**src/rtl/uart_rx_pkg.sv**
```systemverilog
// uart_rx_pkg
//   Shared definitions for the UART receive path: receiver FSM state
//   encoding, the default baud divider and the number of data bits per
//   frame. Imported by the receiver top and kept free of any logic so the
//   future transmit path can reuse it.
package uart_rx_pkg;

    // Receiver FSM states (2-bit encoding)
    typedef enum logic [1:0] {
        ST_IDLE  = 2'd0,
        ST_START = 2'd1,
        ST_DATA  = 2'd2,
        ST_STOP  = 2'd3
    } rx_state_t;

    // 50 MHz system clock / 115200 baud
    localparam int DEF_CLK_DIV = 434;

    // Data bits per 8N1 frame
    localparam int FRAME_BITS = 8;

endpackage

```
**src/rtl/uart_rx_fifo.sv**
```systemverilog
// uart_rx_fifo
//   Small synchronous FIFO with combinational read of the head entry.
//   Pointers carry one extra bit so full and empty are distinguished by
//   the pointer difference alone.
// Ports
//   clk    in          system clock
//   rst_n  in          async active-low reset, empties the FIFO
//   push   in          write wdata this cycle
//   wdata  in  WIDTH   data to write
//   pop    in          remove head entry this cycle (ignored when empty)
//   rdata  out WIDTH   head entry, meaningful only while empty=0
//   level  out AW+1    number of entries held, 0..2**AW
//   full   out         level == 2**AW
//   empty  out         level == 0
module uart_rx_fifo #(
    parameter int WIDTH = 8,
    parameter int AW    = 3
) (
    input  logic             clk,
    input  logic             rst_n,
    input  logic             push,
    input  logic [WIDTH-1:0] wdata,
    input  logic             pop,
    output logic [WIDTH-1:0] rdata,
    output logic [AW:0]      level,
    output logic             full,
    output logic             empty
);

    localparam int DEPTH = 1 << AW;

    logic [WIDTH-1:0] mem [DEPTH];
    logic [AW:0]      wr_ptr;
    logic [AW:0]      rd_ptr;
    logic             do_push;
    logic             do_pop;

    assign level = wr_ptr - rd_ptr;
    assign full  = (level == (AW+1)'(DEPTH));
    assign empty = (level == '0);
    assign rdata = mem[rd_ptr[AW-1:0]];

    // A push into a full FIFO is only taken when the head is popped in the
    // same cycle; the write then lands in the slot being vacated.
    assign do_pop  = pop && !empty;
    assign do_push = push && (!full || do_pop);

    always_ff @(posedge clk or negedge rst_n) begin
        if (!rst_n) begin
            wr_ptr <= '0;
            rd_ptr <= '0;
        end else begin
            if (do_push) wr_ptr <= wr_ptr + 1'b1;
            if (do_pop)  rd_ptr <= rd_ptr + 1'b1;
        end
    end

    // Storage needs no reset; entries are only visible once written.
    always_ff @(posedge clk) begin
        if (do_push) mem[wr_ptr[AW-1:0]] <= wdata;
    end

endmodule

```
**src/rtl/uart_rx_buffered.sv**
```systemverilog
// uart_rx_buffered
//   Serial receive front end: synchronises the asynchronous rx line,
//   deserialises 8N1 frames (LSB first) and queues received bytes in a
//   FIFO that the CPU register file pops.
// Ports
//   clk        in             system clock, rising edge
//   rst_n      in             async active-low reset
//   rx         in             serial input, async to clk, idle high
//   rd         in             pop strobe, one byte per cycle high
//   data_o     out 8          FIFO head, valid only while avail=1
//   avail      out            FIFO not empty
//   level      out FIFO_AW+1  bytes held
//   overflow   out            sticky: byte dropped because FIFO full
//   frame_err  out            sticky: stop bit sampled low
//   clr_err    in             clears overflow and frame_err
module uart_rx_buffered
    import uart_rx_pkg::*;
#(
    parameter int CLK_DIV = DEF_CLK_DIV,
    parameter int FIFO_AW = 3
) (
    input  logic               clk,
    input  logic               rst_n,
    input  logic               rx,
    input  logic               rd,
    output logic [7:0]         data_o,
    output logic               avail,
    output logic [FIFO_AW:0]   level,
    output logic               overflow,
    output logic               frame_err,
    input  logic               clr_err
);

    localparam int CW = $clog2(CLK_DIV);
    localparam logic [CW-1:0] HALF_LOAD = CW'(CLK_DIV / 2 - 1);
    localparam logic [CW-1:0] FULL_LOAD = CW'(CLK_DIV - 1);

    logic            sync1;
    logic            rxs;
    rx_state_t       state,  state_n;
    logic [CW-1:0]   cnt,    cnt_n;
    logic [2:0]      bitcnt, bitcnt_n;
    logic [7:0]      shreg,  shreg_n;
    logic            tick;
    logic            push_byte;
    logic            ferr_set;
    logic            fifo_full;
    logic            fifo_empty;

    // Two-flop synchroniser, reset to the idle line level so a reset never
    // looks like a start edge unless the line really is low.
    always_ff @(posedge clk or negedge rst_n) begin
        if (!rst_n) begin
            sync1 <= 1'b1;
            rxs   <= 1'b1;
        end else begin
            sync1 <= rx;
            rxs   <= sync1;
        end
    end

    always_ff @(posedge clk or negedge rst_n) begin
        if (!rst_n) begin
            state  <= ST_IDLE;
            cnt    <= '0;
            bitcnt <= '0;
            shreg  <= '0;
        end else begin
            state  <= state_n;
            cnt    <= cnt_n;
            bitcnt <= bitcnt_n;
            shreg  <= shreg_n;
        end
    end

    assign tick = (cnt == '0);

    // The start bit is timed to its midpoint with a half-period load, so
    // every later tick samples the middle of a bit. Leaving STOP at the
    // mid-stop sample lets a following start edge be caught immediately.
    always_comb begin
        state_n   = state;
        cnt_n     = cnt;
        bitcnt_n  = bitcnt;
        shreg_n   = shreg;
        push_byte = 1'b0;
        ferr_set  = 1'b0;
        case (state)
            ST_IDLE: begin
                if (!rxs) begin
                    state_n = ST_START;
                    cnt_n   = HALF_LOAD;
                end
            end
            ST_START: begin
                if (tick) begin
                    if (rxs) begin
                        state_n = ST_IDLE;
                    end else begin
                        state_n  = ST_DATA;
                        cnt_n    = FULL_LOAD;
                        bitcnt_n = '0;
                    end
                end else begin
                    cnt_n = cnt - 1'b1;
                end
            end
            ST_DATA: begin
                if (tick) begin
                    shreg_n  = {rxs, shreg[7:1]};
                    cnt_n    = FULL_LOAD;
                    bitcnt_n = bitcnt + 1'b1;
                    if (bitcnt == 3'(FRAME_BITS - 1)) state_n = ST_STOP;
                end else begin
                    cnt_n = cnt - 1'b1;
                end
            end
            ST_STOP: begin
                if (tick) begin
                    if (rxs) push_byte = 1'b1;
                    else     ferr_set  = 1'b1;
                    state_n = ST_IDLE;
                end else begin
                    cnt_n = cnt - 1'b1;
                end
            end
            default: state_n = ST_IDLE;
        endcase
    end

    // Sticky error flags; a new error in the same cycle wins over a clear.
    always_ff @(posedge clk or negedge rst_n) begin
        if (!rst_n) begin
            overflow  <= 1'b0;
            frame_err <= 1'b0;
        end else begin
            if (push_byte && fifo_full && !rd) overflow <= 1'b1;
            else if (clr_err)                  overflow <= 1'b0;
            if (ferr_set)     frame_err <= 1'b1;
            else if (clr_err) frame_err <= 1'b0;
        end
    end

    uart_rx_fifo #(
        .WIDTH (8),
        .AW    (FIFO_AW)
    ) u_fifo (
        .clk   (clk),
        .rst_n (rst_n),
        .push  (push_byte),
        .wdata (shreg),
        .pop   (rd),
        .rdata (data_o),
        .level (level),
        .full  (fifo_full),
        .empty (fifo_empty)
    );

    assign avail = !fifo_empty;

endmodule

```
**config.mk**
```make
export PLATFORM = sky130hd
export DESIGN_NAME = uart_rx_buffered
export DESIGN_NICKNAME = d
export VERILOG_FILES = /design/src/rtl/uart_rx_pkg.sv /design/src/rtl/uart_rx_fifo.sv /design/src/rtl/uart_rx_buffered.sv
export SDC_FILE = /design/constraint.sdc
export NUM_CORES = 1
export LEC_CHECK = 0
export CORE_ASPECT_RATIO = 2
export CORE_MARGIN = 1.5
export CORE_UTILIZATION = 23
export DETAILED_ROUTE_END_ITERATION = 8
export HOLD_SLACK_MARGIN = 0.12
export PLACE_DENSITY = 0.49
export RECOVER_POWER = 100
export SLEW_MARGIN = 5
export SYNTH_ARGS = -nofsm -noshare
export SYNTH_HDL_FRONTEND = slang
export SYNTH_SLANG_ARGS = --single-unit
```
**constraint.sdc**
```tcl
create_clock -name clk -period 5.5 [get_ports clk]
set_input_delay 0.55 -clock clk [delete_from_list [all_inputs] [get_ports clk]]
set_output_delay 0.55 -clock clk [all_outputs]
set_load 0.02 [all_outputs]
```
---- Word level (Yosys, flattened, before mapping) ----
Memory sizes are Yosys's and may differ from the RTL's.
Index checks and enable logic that the tools add are counted.
storage, ports and cells
  memories ................................ 1
  word-level logic and storage cells ...... 75
  register bits ........................... 34
  output and inout bits ................... 15
  input bits .............................. 5
  memory bits (writable) .................. 64
memory list
  name        words  bits a word  rd ports  clocked after memory_dff  wr ports  RTL line            text
  u_fifo.mem  8      8            1         0                         1         uart_rx_fifo.sv:32  logic [WIDTH-1:0] mem [DEPTH];
cells by class
  add/sub/neg operators ................... 5
  eq/ne operators ......................... 13
  multiplexer cells ....................... 28
  reduce and logical (&&, ||, !) cells .... 18
operators with widths
  kind                   number
  $mux W9                5
  $pmux W9 S4            1
  $ne A2 B2 Y1 const B   7
  $mux W2                6
  $mux W1                11
  $logic_not A9 Y1       1
  $mux W3                3
  $sub A9 B1 Y9 const B  1
  $add A4 B1 Y4 const B  2
  $pmux W2 S4            1
  $pmux W3 S2            1
  $reduce_bool A2 Y1     3
  $reduce_and A5 Y1      1
  $eq A2 B2 Y1 const B   2
  $eq A4 B4 Y1 const B   1
  $logic_and A1 B1 Y1    4
  $logic_not A4 Y1       1
  $reduce_and A4 Y1      1
  $sub A4 B4 Y4          1
  $add A3 B1 Y3 const B  1
  $eq A3 B3 Y1 const B   1
  $logic_not A1 Y1       3
  $ne A3 B3 Y1 const B   1
  $reduce_and A3 Y1      1
  4 further kinds        4

---- Depth between registers and ports, before layout ----
Gate-level depths: netlist of the first run.
  depth after elaboration ................. 8
  gate-level depth with buffers ........... 10
  mapped depth without buffers ............ 9

---- Modules after synthesis ----
A second synthesis of the first run with hierarchy kept.
second synthesis, totals
  cells, all modules ...................... 312
  area, all modules ....................... 4458.0 µm²
modules (own cells, without submodules)
  module            times used  cells each  area each (µm²)  seq. area each (µm²)
  uart_rx_fifo      1           169         2967.8           2122.0
  uart_rx_buffered  1           143         1490.2           653.1

---- Least setup slack after synthesis of the first run ----
Ideal clock, no wire load.
  kind .................................... reg2reg
  start point ............................. reg u_fifo.rd_ptr[1]
  end point ............................... mem u_fifo.mem[2][0], enable pin
  clock period less this slack ............ 3733 ps
  setup slack ............................. 1767 ps
  path buffers ............................ 2
  data required time ...................... 5105 ps
  stages on the path, launching flop included .. 10
  library setup time ...................... 395 ps
  data arrival time ....................... 3338 ps
  cell sequence ........................... dfrtp_1 clkbuf_1 buf_1 inv_1 fa_1 xor2_1 nor3_1 nand2b_1 o21ai_1 nor4_1
between the ends
  cells in the longest elaborated chain, start to end .. 8
  elaborated cells on any way between the ends .. 10
  those cells by class .................... add/sub (1); eq/ne (1); mux (2); reduce/logical (6)
ends and longest elaborated chain
  what                             RTL line                text
  from (decl)                      uart_rx_fifo.sv:34      logic [AW:0] rd_ptr;
  from (signal assigned)           uart_rx_fifo.sv:54      if (do_pop) rd_ptr <= rd_ptr + 1'b1;
  $sub A4 B4 Y4 *                  uart_rx_fifo.sv:38      assign level = wr_ptr - rd_ptr;
  via level[2]                     uart_rx_buffered.sv:28  output logic [FIFO_AW:0] level,
  $logic_not A4 Y1                 uart_rx_fifo.sv:40      assign empty = (level == '0);
  $logic_not A1 Y1                 uart_rx_fifo.sv:45      assign do_pop = pop && !empty;
  $logic_and A1 B1 Y1              uart_rx_fifo.sv:45
  $logic_or A1 B1 Y1 *             uart_rx_fifo.sv:46      assign do_push = push && (!full || do_pop);
  $logic_and A1 B1 Y1 *            uart_rx_fifo.sv:46
  $mux W1 *                        uart_rx_fifo.sv:60      if (do_push) mem[wr_ptr[AW-1:0]] <= wdata;
  $mux W1 (implied by the code) *  uart_rx_fifo.sv:60
  to (decl)                        uart_rx_fifo.sv:32
The timed path passes the listed nets; every way through them passes the cells marked *.

---- Worst setup path in the final report of the first run ----
  start point ............................. reg u_fifo.rd_ptr[0]
  end point ............................... out avail
between the ends
  cells in the longest elaborated chain, start to end .. 3
ends and longest elaborated chain
  what              RTL line                 text
  $sub A4 B4 Y4     uart_rx_fifo.sv:38
  $logic_not A4 Y1  uart_rx_fifo.sv:40
  $logic_not A1 Y1  uart_rx_buffered.sv:159  assign avail = !fifo_empty;
  to (decl)         uart_rx_buffered.sv:27   output logic avail,
Every way passes these cells.

==> results.md, run 1 <==
Run status:
- The run finished, with violations left.
- The checks that failed: capacitance limit, slew limit.

Synth:
- The synthesized instance count is 327.
- Sorting the synthesized cells by how often they occur yields 64 x edfxtp_1, 63 x nand2_1, 32 x dfrtp_1, 17 x nor2_1, 16 x mux4_2.
- When the netlist entered floorplanning its net count stood at 346.
- The number of different library cells used by synthesis comes to 51.
- After synthesis, the cell types taking the most area are edfxtp_1 44%, dfrtp_1 18%, mux4_2 8.2%.
- The fraction of registers with async set or reset after synthesis is 34.7%.
- The leading area contributor after synthesis is edfxtp_1.
- The top flip-flop cell by instance count after synthesis is edfxtp_1.
- Yosys printed 0 warnings.
- The cell area after synthesis is 4380 um^2.
- The most frequent cell after synthesis is edfxtp_1.
- Of the synthesized area, sequential elements account for 63.3%.
- The flip-flop and latch count after synthesis is 98.
- The share of synthesized area in the top cell type comes to 43.9%.
- The average cell area after synthesis is 13.4 um^2.
- Yosys mapped a number of flops with a built-in enable equal to 64.

Setup path:
- The critical path starts at u_fifo.rd_ptr[0]$_DFFE_PN0P_.
- The startpoint type of the worst setup path is a flop.
- The beginning of the worst register-to-register path is u_fifo.rd_ptr[0]$_DFFE_PN0P_.
- The capture point of the worst reg-to-reg path is u_fifo.mem[1][0]$_DFFE_PP_.
- Data arrives at the worst endpoint at 3.84 ns.
- STA puts the critical path data required time at 4.95 ns.
- In this run the worst path has a maximum fanout of 20.
- Setup slack on the worst reg-to-reg path comes out at 1.21 ns.
- The nature of the critical path endpoint is an output port.
- The critical path in this run is classified as flop to output port.
- The number of cell instances on the worst register-to-register path is 9.

Detailed routing:
- In the routed layout, each cell is associated on average with a via count of 4.31.
- The number of detailed-route iterations in the first pass is 4.
- The routed design has 9.23 mm of wire.
- Once detail routing completed, the nets flagged for antenna violations numbered 0.
- After detailed routing, the average wire length per cell comes to 15.1 um.
- The detailed-route via count is 2631.
- The DRC violation total after the first TritonRoute iteration is 199.
- For this run, design rule violations remaining after detail routing come to 0.

Floorplan:
- The width of the chip is 101 um.
- The effective utilization at floorplan is 23.4%.
- The area enclosed by the die boundary is 19900 um^2.
- The die span in y is 198 um.
- The area of the core region is 18700 um^2.
- The total number of placement rows is 71.
- Pin placement for this block handled 20 I/O pins.

Clocking:
- The tree built by TritonCTS fans out to 98 sinks.
- The buffer cell driving the clock tree root is clkbuf_16.
- The H-tree generated during clock tree synthesis spans 3 levels.
- The deepest clock path buffer count is 2.
- The total CTS buffers is 9.
- The count of buffers added by post-CTS timing repair for setup is 0.
- The TritonCTS clock tree is built.
- Once the clock tree was built, the resizer swapped 0 gates to a different size.
- For this design, the CTS-stage hold fixing added 0 buffers.
- Clock-pin slew was measured on the worst setup and hold paths at 0.07 ns.
- Clock latency on the worst-skew pair, taken at its later pin, is 0.35 ns.

Finish:
- 0 antenna diodes ended up in the layout.
- Relative to the synthesized area, the layout overhead comes to 16.3%.
- The filler cell count is 1897.
- The count of nets after finishing is 370.
- Of the cells placed in the final design, the portion with a size suffix greater than 1 is 10.1%.
- Summing all non-filler instances in the final layout gives an area of 5100 um^2.

Timing:
- Setup repair after global routing left no endpoint under its margin.
- In the finished design, the share of the clock period the worst path needs comes to 79.7%.
- The count of pins over their slew limit is 74.
- For the finished layout, the period the worst path requires is 4.39 ns.
- Setup violations remaining at the end of the flow were counted as 0.
- The measured slew at the worst slew-check pin is 1.98 ns.
- Derived from the worst setup path, the maximum achievable clock frequency is 0.228 GHz.
- Measured against its own limit, the worst slew margin works out to -32.2%.
- The post-route setup TNS is 0 ns.
- The setup skew after layout is 0.00633 ns.
- The total count of hold-check failures in the final report is 0.

GRT:
- The first global-routing pass estimated 14.8 mm of wire.
- The leftover overflow at the end of global routing is 0.
- The number of global-route vias before repair is 2802.
- The initial antenna violation count is 0.
- For this run, the total global-route usage over all layers was measured as 10.0%.
- The maximum number of pins on one net before global-route repair is 35.

Placed design:
- The final weighted congestion in routability-driven placement is 0.757.
- The placed standard-cell area is 4870 um^2.
- Once detailed placement completed, the half-perimeter wirelength came to 6.88 mm.
- During placement, the flow inserted port buffers numbering 19.

Power and ir drop:
- Power spread over the standard cell area amounts to 269 nW/um^2.
- IR analysis of the VDD net gives a maximum drop of 145 uV.
- The leakage power figure is 2.02 nW.

Min path:
- The path class of the tightest hold or removal check is flop to flop.
- The worst hold path passes through 0 cells.
- The worst hold endpoint is rxs$_DFF_PN1_.
- The hold path startpoint is sync1$_DFF_PN1_.

Job:
- Max-cap violations in this run came to 3.
-- critical path: stages (launching register included) --
cell and delay [ns]:
dfrtp_1 0.32, clkbuf_1 1.13, ha_1 0.33, inv_1 0.06
fa_1 0.37, xor2_1 0.19, nor3_1 0.30, nand2_1 0.11
dlygate4sd3_1 0.68
-- state kept, by name (all words and copies together) (netlist names), named ones only --
register / flops
frame_err: 1
bitcnt: 3
cnt: 9
u_fifo.mem: 64
state: 1
sync1: 1
shreg: 8
overflow: 1
u_fifo.wr_ptr: 4
rxs: 1
u_fifo.rd_ptr: 4
-- cells by family (layout without fill, tap and decap cells) --
logic type,after synthesis,in the layout,share of synthesized area (%)
XOR/XNOR,9,9,1.80
multiplexers,19,19,8.97
flip-flops,98,98,63.3
AO/OA/AOI/OAI,52,52,7.94
adder cells (fa/ha/maj),14,14,4.17
buffers and inverters,26,55,2.51
AND/OR/NAND/NOR,109,109,11.3
-- per-layer routing --
layer	global-route usage, %	part of all wire, %	up-vias
li1	-	-	1254
met1	9.35	34	1312
met2	19.8	60	49
met3	1.87	2.7	16
met4	5.01	2.9	0
met5	0	0	-
-- worst max path at each step --
stage / cells after the start / endpoint / slack (ns)
floorplan: 9 / u_fifo.mem[2][0]$_DFFE_PP_ / 1.77
global placement: 7 / u_fifo.mem[1][0]$_DFFE_PP_ / 1.74
detailed placement: 7 / u_fifo.mem[1][0]$_DFFE_PP_ / 1.64
CTS: 7 / level[3] / 1.62
global route: 9 / u_fifo.mem[1][0]$_DFFE_PP_ / 0.71
finish: 8 / avail / 1.11
-- layout by cell type (no fill, tap or decap), types with 3 or more instances in the layout --
master / instances
nor4_1: 3
clkbuf_1: 7
dlygate4sd3_1: 15
nor2_1: 17
a31oi_1: 4
nand2b_1: 6
edfxtp_1: 64
xnor2_1: 7
ha_1: 13
or3_1: 4
o211ai_1: 4
mux4_2: 16
clkbuf_16: 9
a21oi_1: 11
inv_1: 14
clkdlybuf4s50_1: 3
nor3_1: 9
nand2_1: 63
dfrtp_1: 32
o21ai_0: 14
-- layout make-up --
| type | instances | area (um^2) | area share [%] |
|---|---|---|---|
| Tap cell | 255 | 319 | 6.26 |
| Sequential cell | 98 | 2780 | 54.5 |
| Clock buffer | 10 | 229 | 4.49 |
| Timing Repair Buffer | 24 | 203 | 3.98 |
| Clock inverter | 6 | 42.5 | 0.835 |
| Multi-Input combinational cell | 203 | 1470 | 28.9 |
| Inverter | 15 | 56.3 | 1.10 |
-- report_power, final --
group / total, W / internal (W) / switching [W]
clock: 0.000580 / 0.000307 / 0.000273
combinational: 0.0000104 / 0.00000273 / 0.00000764
sequential: 0.000780 / 0.000779 / 0.00000113
-- through the flow --
stage               cells  utilization [%]  setup slack [ns]  power [W]  hold WS [ns]
floorplan             327                -              1.77   0.000797         0.254
global placement      595             26.0              1.74   0.000807         0.346
detailed placement    595             26.0              1.64   0.000807         0.348
CTS                   611             27.4              1.62    0.00139         0.329
global route          611             27.2             0.712    0.00141         0.360
finish                611             27.2              1.11    0.00137         0.357
Power figures use the tool's default switching activity.
==> inputs of run 2 (changes only) <==
==> constraint.sdc (replaced) <==
create_clock -name clk -period 4.3 [get_ports clk]
set_input_delay 0.43 -clock clk [delete_from_list [all_inputs] [get_ports clk]]
set_output_delay 0.43 -clock clk [all_outputs]
set_load 0.02 [all_outputs]
==> results.md, run 2 (synthesis results as in run 1) <==
Clocking:
- TritonCTS built the clock tree.
- The number of gates given a new drive strength after cts is 0 (unchanged).
- The count of buffers added by post-CTS timing repair for setup is 0 (unchanged).
- The later-pin clock latency in the skew report came to 0.34 ns (about the same).
- The H-tree depth is 3 (unchanged).
- The buffer cell driving the clock tree root is clkbuf_16.
- The clock sink total is 98 (unchanged).
- The register clock-pin slew on the reported worst setup and hold paths is 0.07 ns (about the same).
- The hold buffer count at CTS was 0 (unchanged).
- The deepest clock path buffer count came to 2 (unchanged).
- The total CTS buffers was 9 (unchanged).

Detailed routing:
- The routed length per placed instance is 15.7 um (+4.2%).
- The detailed-route via count is 2666 (+1.3%).
- The DRC violation total after the first TritonRoute iteration is 111 (-44%).
- The number of detailed-route iterations in the first pass is 4 (unchanged).
- The post-route antenna net violation count is 0 (unchanged).
- The via-per-instance ratio is 4.35 (+1.0%).
- The remaining routing DRC violations is 0 (unchanged).
- The detailed-route wire length is 9.65 mm (+4.6%).

Timing:
- For this run, the top clock speed supported by timing is 0.263 GHz.
- The measured slew at the worst slew-check pin came to 1.97 ns (-0.00759 ns).
- The post-route setup TNS is 0 ns (unchanged).
- The minimum period implied by the final worst setup slack is 3.80 ns.
- The total of endpoints with negative setup slack in the final report is 0 (unchanged).
- The total count of hold-check failures in the final report is 0 (unchanged).
- The final hold slack is 0.357 ns (+0.0000500 ns).
- The setup skew after layout is 0.0107 ns (+0.00438 ns).
- Setup repair after global routing left no endpoint under its margin.
- The share of the clock period used by the worst path is 88.3%.
- The count of pins over their slew limit is 73 (-1.4%).
- The tightest slew margin relative to the limit came to -31.6% (+0.51 points).

Setup path:
- The endpoint required time on the critical path is 3.87 ns (-1.08 ns).
- The maximum single-stage delay on the critical path is 1.12 ns (about the same).
- The startpoint type of the worst setup path is a flop.
- Walking the worst path, the cells encountered are clkbuf_1, mux4_2, nand2_1, nand2_1, dlygate4sd3_1.
- The cell with the most instances on the worst path is nand2_1.
- For this design, the slowest cell found on the critical path is clkbuf_1.
- The data arrival time of the critical path is 3.37 ns (-0.47 ns).
- The critical setup path kind is flop to output port.
- The nature of the critical path endpoint is an output port.
- The maximum fanout encountered on the critical timing path is 19 (-5.0%).

GRT:
- The number of global-route vias before repair is 2787 (-0.54%).
- The global routing usage summed across all routing layers is 10.4% (+0.41 points).
- The leftover overflow at the end of global routing is 0 (unchanged).
- The initial antenna violation count is 0 (unchanged).
- The maximum number of pins on one net before global-route repair is 35 (unchanged).
- The first-pass GRT wire length is 15.3 mm (+3.3%).

Finish:
- The layout overhead on the synthesized area is 17.0%.
- The filler cell count is 1929 (+1.7%).
- The library cell used most frequently in the layout, excluding fill and tap cells, is edfxtp_1.
- The flip-flop count of the largest register, all copies and words added was 64 (unchanged).
- The antenna diode count is 0 (unchanged).
- The post-route cell area is 5130 um^2 (+0.59%).
- The count of nets after finishing is 372 (+0.54%).
- The share of cells above drive strength 1 is 10.6% (+0.50 points).
- In the layout the commonest cells are 64 x edfxtp_1, 63 x nand2_1, 32 x dfrtp_1, 17 x nor2_1, 16 x mux4_2.

Floorplan:
- The area enclosed by the die boundary is 19900 um^2 (unchanged).
- The area of the core region came to 18700 um^2 (unchanged).
- The die span in y is 198 um (unchanged).
- The total I/O pin count is 20 (unchanged).
- The width of the chip is 101 um (unchanged).
- The effective utilization at floorplan is 23.4% (unchanged).
- The total number of placement rows is 71 (unchanged).

Placed design:
- The placed standard-cell area is 4880 um^2 (+0.31%).
- The half-perimeter wire length after detailed placement is 7.12 mm (+3.5%).
- The number of port buffers came to 19 (unchanged).
- The final weighted congestion in routability-driven placement is 0.735 (-2.9%).

Run status:
- The flow ran to the end, but the final reports show violations.
- The final reports fail on capacitance limit, slew limit.

Power and ir drop:
- The worst supply voltage drop on vdd is 187 uV (+29%).
- The areal power density over the cells is 350 nW/um^2 (+30%).
- The leakage power figure is 2.04 nW (+0.94%).

Job:
- The number of violations of the max-capacitance limit is 3 (unchanged).

Min path:
- The path class of the tightest hold or removal check is flop to flop.
run 2: cell types whose count changed in the layout (fill, tap and decap cells not counted):
cell / before / now
buf_4: 0 / 1
clkinv_2: 2 / 0
clkinv_4: 1 / 0
clkinvlp_4: 2 / 1
inv_6: 1 / 4
inv_8: 0 / 2
run 2: cell type report:
type	count	area, um^2	area share, %
Multi-Input combinational cell	203	1470	28.7
Clock buffer	9	225	4.39
Timing Repair Buffer	26	214	4.17
Tap cell	255	319	6.22
Clock inverter	7	65.1	1.27
Inverter	15	56.3	1.10
Sequential cell	98	2780	54.1
run 2: worst paths after layout:
kind	depth (start not counted)	slack, ns	end	startpoint
max	5	0.50	data_o[7]	u_fifo.rd_ptr[0]$_DFFE_PN0P_
min	0	0.36	rxs$_DFF_PN1_	sync1$_DFF_PN1_
max reg2reg	8	0.70	u_fifo.mem[4][5]$_DFFE_PP_	cnt[0]$_DFFE_PN0P_
min reg2reg	0	0.36	rxs$_DFF_PN1_	sync1$_DFF_PN1_
max in group asynchronous	1	2.52	u_fifo.wr_ptr[1]$_DFFE_PN0P_	rst_n
min in group asynchronous	1	0.63	u_fifo.rd_ptr[0]$_DFFE_PN0P_	rst_n
run 2: power by group:
part | internal [W] | switching [W] | total, W
registers | 0.000996 | 0.00000148 | 0.000998
logic | 0.00000349 | 0.00000981 | 0.0000133
clock network | 0.000409 | 0.000372 | 0.000781
total | 0.00141 | 0.000384 | 0.00179
run 2: metal layers:
metal / global-route usage [%] / vias to the layer above / routed length, um
met5: 0 / - / 0
li1: - / 1268 / -
met3: 1.98 / 14 / 162
met4: 4.59 / 0 / 255
met1: 9.64 / 1357 / 3260
met2: 21.0 / 27 / 5980
run 2: through the flow:
stage / util [%] / power, W / cells / setup slack, ns
final: 27.3 / 0.00179 / 613 / 0.505
after global routing: 27.3 / 0.00186 / 613 / 0.228
after CTS: 27.6 / 0.00182 / 613 / 0.681
after detailed placement: 26.1 / 0.00103 / 597 / 0.691
after global placement: 26.1 / 0.00103 / 597 / 0.823
after floorplan: - / 0.00102 / 327 / 0.567
run 2: worst max-delay path: cells and delay by family, from the launching register on:
family	cells	cell delay [ns]
flip-flops	1	0.36
multiplexers	1	0.68
buffers and inverters	2	1.79
AND/OR/NAND/NOR	2	0.19
==> inputs of run 3 (changes only) <==
--- a/config.mk
+++ b/config.mk
@@ -7,10 +7,9 @@
 export LEC_CHECK = 0
 export CORE_ASPECT_RATIO = 2
 export CORE_MARGIN = 1.5
-export CORE_UTILIZATION = 23
+export CORE_UTILIZATION = 43
 export DETAILED_ROUTE_END_ITERATION = 8
-export HOLD_SLACK_MARGIN = 0.12
-export PLACE_DENSITY = 0.49
+export PLACE_DENSITY = 0.72
 export RECOVER_POWER = 100
 export SLEW_MARGIN = 5
 export SYNTH_ARGS = -nofsm -noshare
==> results.md, run 3 (synthesis results as in run 1) <==
Clocking:
- The hold buffer count at CTS is 0 (unchanged).
- The count of buffers added by post-CTS timing repair for setup was 0 (unchanged).
- The number of gates given a new drive strength after cts is 0 (unchanged).
- The tree is rooted in a clkbuf_16.
- The deepest clock path buffer count came to 2 (unchanged).
- The later-pin clock latency in the skew report is 0.35 ns (about the same).
- The H-tree depth is 3 (unchanged).
- The register clock-pin slew on the reported worst setup and hold paths is 0.07 ns (about the same).
- The total CTS buffers is 9 (unchanged).
- The clock sink total is 98 (unchanged).
- TritonCTS built the clock tree.

Timing:
- The tightest slew margin relative to the limit was -26.5% (+5.2 points).
- The total count of hold-check failures in the final report is 0 (unchanged).
- The share of the clock period used by the worst path is 88.0% (-0.27 points).
- The highest achievable clock rate is 0.264 GHz (+0.31%).
- The measured slew at the worst slew-check pin came to 1.90 ns (-0.0777 ns).
- The total of endpoints with negative setup slack in the final report is 0 (unchanged).
- Setup repair after global routing left no endpoint under its margin.
- The setup skew after layout is 0.00889 ns (-0.00181 ns).
- The count of pins over their slew limit is 73 (unchanged).
- The minimum period implied by the final worst setup slack is 3.78 ns (-0.0118 ns).
- The final hold slack is 0.356 ns (-0.000991 ns).
- The final critical-path setup slack came to 0.516 ns (+0.0118 ns).
- The post-route setup TNS came to 0 ns (unchanged).

Placed design:
- The placed standard-cell area came to 4750 um^2 (-2.8%).
- The number of port buffers is 19 (unchanged).
- The count of placed standard cells including taps came to 478 (-20%).
- The half-perimeter wire length after detailed placement is 6.73 mm (-5.5%).
- The final weighted congestion in routability-driven placement came to 0.860 (+17%).
- The pre-CTS worst setup slack is 0.843 ns (+0.151 ns).

Finish:
- The post-route cell area is 4990 um^2 (-2.7%).
- The non-filler instance count after layout is 494 (-19%).
- The antenna diode count is 0 (unchanged).
- The count of nets after finishing is 373 (+0.27%).
- The share of cells above drive strength 1 is 10.6% (-0.030 points).
- The flip-flop count of the largest register, all copies and words added came to 64 (unchanged).
- The most common cell after layout, fill and taps aside is edfxtp_1.
- Leaving out fill and tap cells, the most frequent cells in the layout are 64 x edfxtp_1, 63 x nand2_1, 32 x dfrtp_1, 17 x nor2_1, 16 x mux4_2.
- The filler cell count is 880 (-54%).
- The layout overhead on the synthesized area is 13.9%.

Floorplan:
- The width of the chip was 74.4 um (-26%).
- The total I/O pin count is 20 (unchanged).
- The effective utilization at floorplan is 43.7% (+20 points).
- The total number of placement rows is 52 (-27%).
- The area of the core region is 10000 um^2 (-47%).
- The area enclosed by the die boundary is 10800 um^2 (-46%).
- The die span in y is 146 um (-26%).

Setup path:
- The endpoint required time on the critical path is 3.87 ns (about the same).
- STA classifies the critical path startpoint as a flop.
- The nature of the critical path endpoint is an output port.
- The data arrival time of the critical path is 3.35 ns (-0.02 ns).
- The worst setup path is of the flop to output port kind.
- The maximum fanout encountered on the critical timing path is 19 (unchanged).

GRT:
- The first-pass GRT wire length is 14.6 mm (-4.6%).
- The initial antenna violation count is 0 (unchanged).
- The number of global-route vias before repair is 2746 (-1.5%).
- The leftover overflow at the end of global routing is 0 (unchanged).
- The maximum number of pins on one net before global-route repair is 35 (unchanged).
- The global routing usage summed across all routing layers is 18.8% (+8.4 points).

Detailed routing:
- The DRC violation total after the first TritonRoute iteration is 154 (+39%).
- The via-per-instance ratio came to 5.49 (+26%).
- The number of detailed-route iterations in the first pass is 4 (unchanged).
- The post-route antenna net violation count is 0 (unchanged).
- The remaining routing DRC violations is 0 (unchanged).
- The detailed-route wire length is 9.35 mm (-3.2%).
- The routed length per placed instance came to 18.9 um (+20%).
- The detailed-route via count is 2711 (+1.7%).

Power and ir drop:
- The leakage power figure is 2.04 nW (about the same).
- The worst supply voltage drop on vdd is 171 uV (-8.4%).
- The areal power density over the cells is 359 nW/um^2 (+2.7%).

Job:
- The number of violations of the max-capacitance limit came to 3 (unchanged).

Run status:
- The run finished, with violations left.
- The final reports fail on capacitance limit, slew limit.

Min path:
- The worst min-delay path class is flop to flop.
==> run 3: cell types whose count changed in the layout (fill, tap and decap cells not counted) <==
cell             previous run  this run
inv_6                       4         3
dlygate4sd3_1              15        13
inv_8                       2         1
clkinvlp_4                  1         0
clkdlybuf4s50_1             3         6
clkbuf_8                    0         1
clkinv_4                    0         2
==> run 3: layout make-up <==
cell class / instances / area, um^2 / area share (%)
flip-flops and latches: 98 / 2780 / 55.6
multi-input cells: 203 / 1470 / 29.5
clock buffers: 10 / 239 / 4.79
repair buffers: 27 / 224 / 4.49
well taps: 135 / 169 / 3.39
inverters: 15 / 56.3 / 1.13
clock inverters: 6 / 55.1 / 1.10
==> run 3: final timing paths <==
path                                              end  depth (start not counted)                          from  slack (ns)
setup / recovery                            data_o[5]                          5  u_fifo.rd_ptr[0]$_DFFE_PN0P_        0.52
hold / removal                          rxs$_DFF_PN1_                          0               sync1$_DFF_PN1_        0.36
setup reg to reg           u_fifo.mem[1][7]$_DFFE_PP_                          8  u_fifo.rd_ptr[2]$_DFFE_PN0P_        0.67
hold reg to reg                         rxs$_DFF_PN1_                          0               sync1$_DFF_PN1_        0.36
max in group asynchronous        shreg[3]$_DFFE_PN0P_                          2                         rst_n        2.06
min in group asynchronous          cnt[0]$_DFFE_PN0P_                          2                         rst_n        1.14
==> run 3: stage by stage <==
stage	util, %	total power (W)
floorplan	-	0.00102
global placement	47.4	0.00103
detailed placement	47.4	0.00103
global route	49.8	0.00185
finish	49.8	0.00179
CTS	50.3	0.00181
==> run 3: power by group <==
part,switching (W),internal [W],leakage (nW),total (W)
Combinational,0.00000933,0.00000411,0.701,0.0000134
Clock,0.000361,0.000420,0.146,0.000781
Sequential,0.00000115,0.000996,1.19,0.000997
==> run 3: critical path: stages, from the launching register on <==
cell and delay [ns]:
dfrtp_1 0.37, clkbuf_1 1.14, mux4_2 0.69, nand2_1 0.10, nand2_1 0.06, dlygate4sd3_1 0.64
==> run 3: routing by layer <==
layer  share of wire, %  up-vias  GRT usage [%]  wire length [um]
met5                  0        -              0                 0
met4                5.0        0           10.8               472
met3                3.9       25           4.64               369
met2                 57       67           33.9              5340
met1                 34     1357           18.3              3170
li1                   -     1262              -                 -
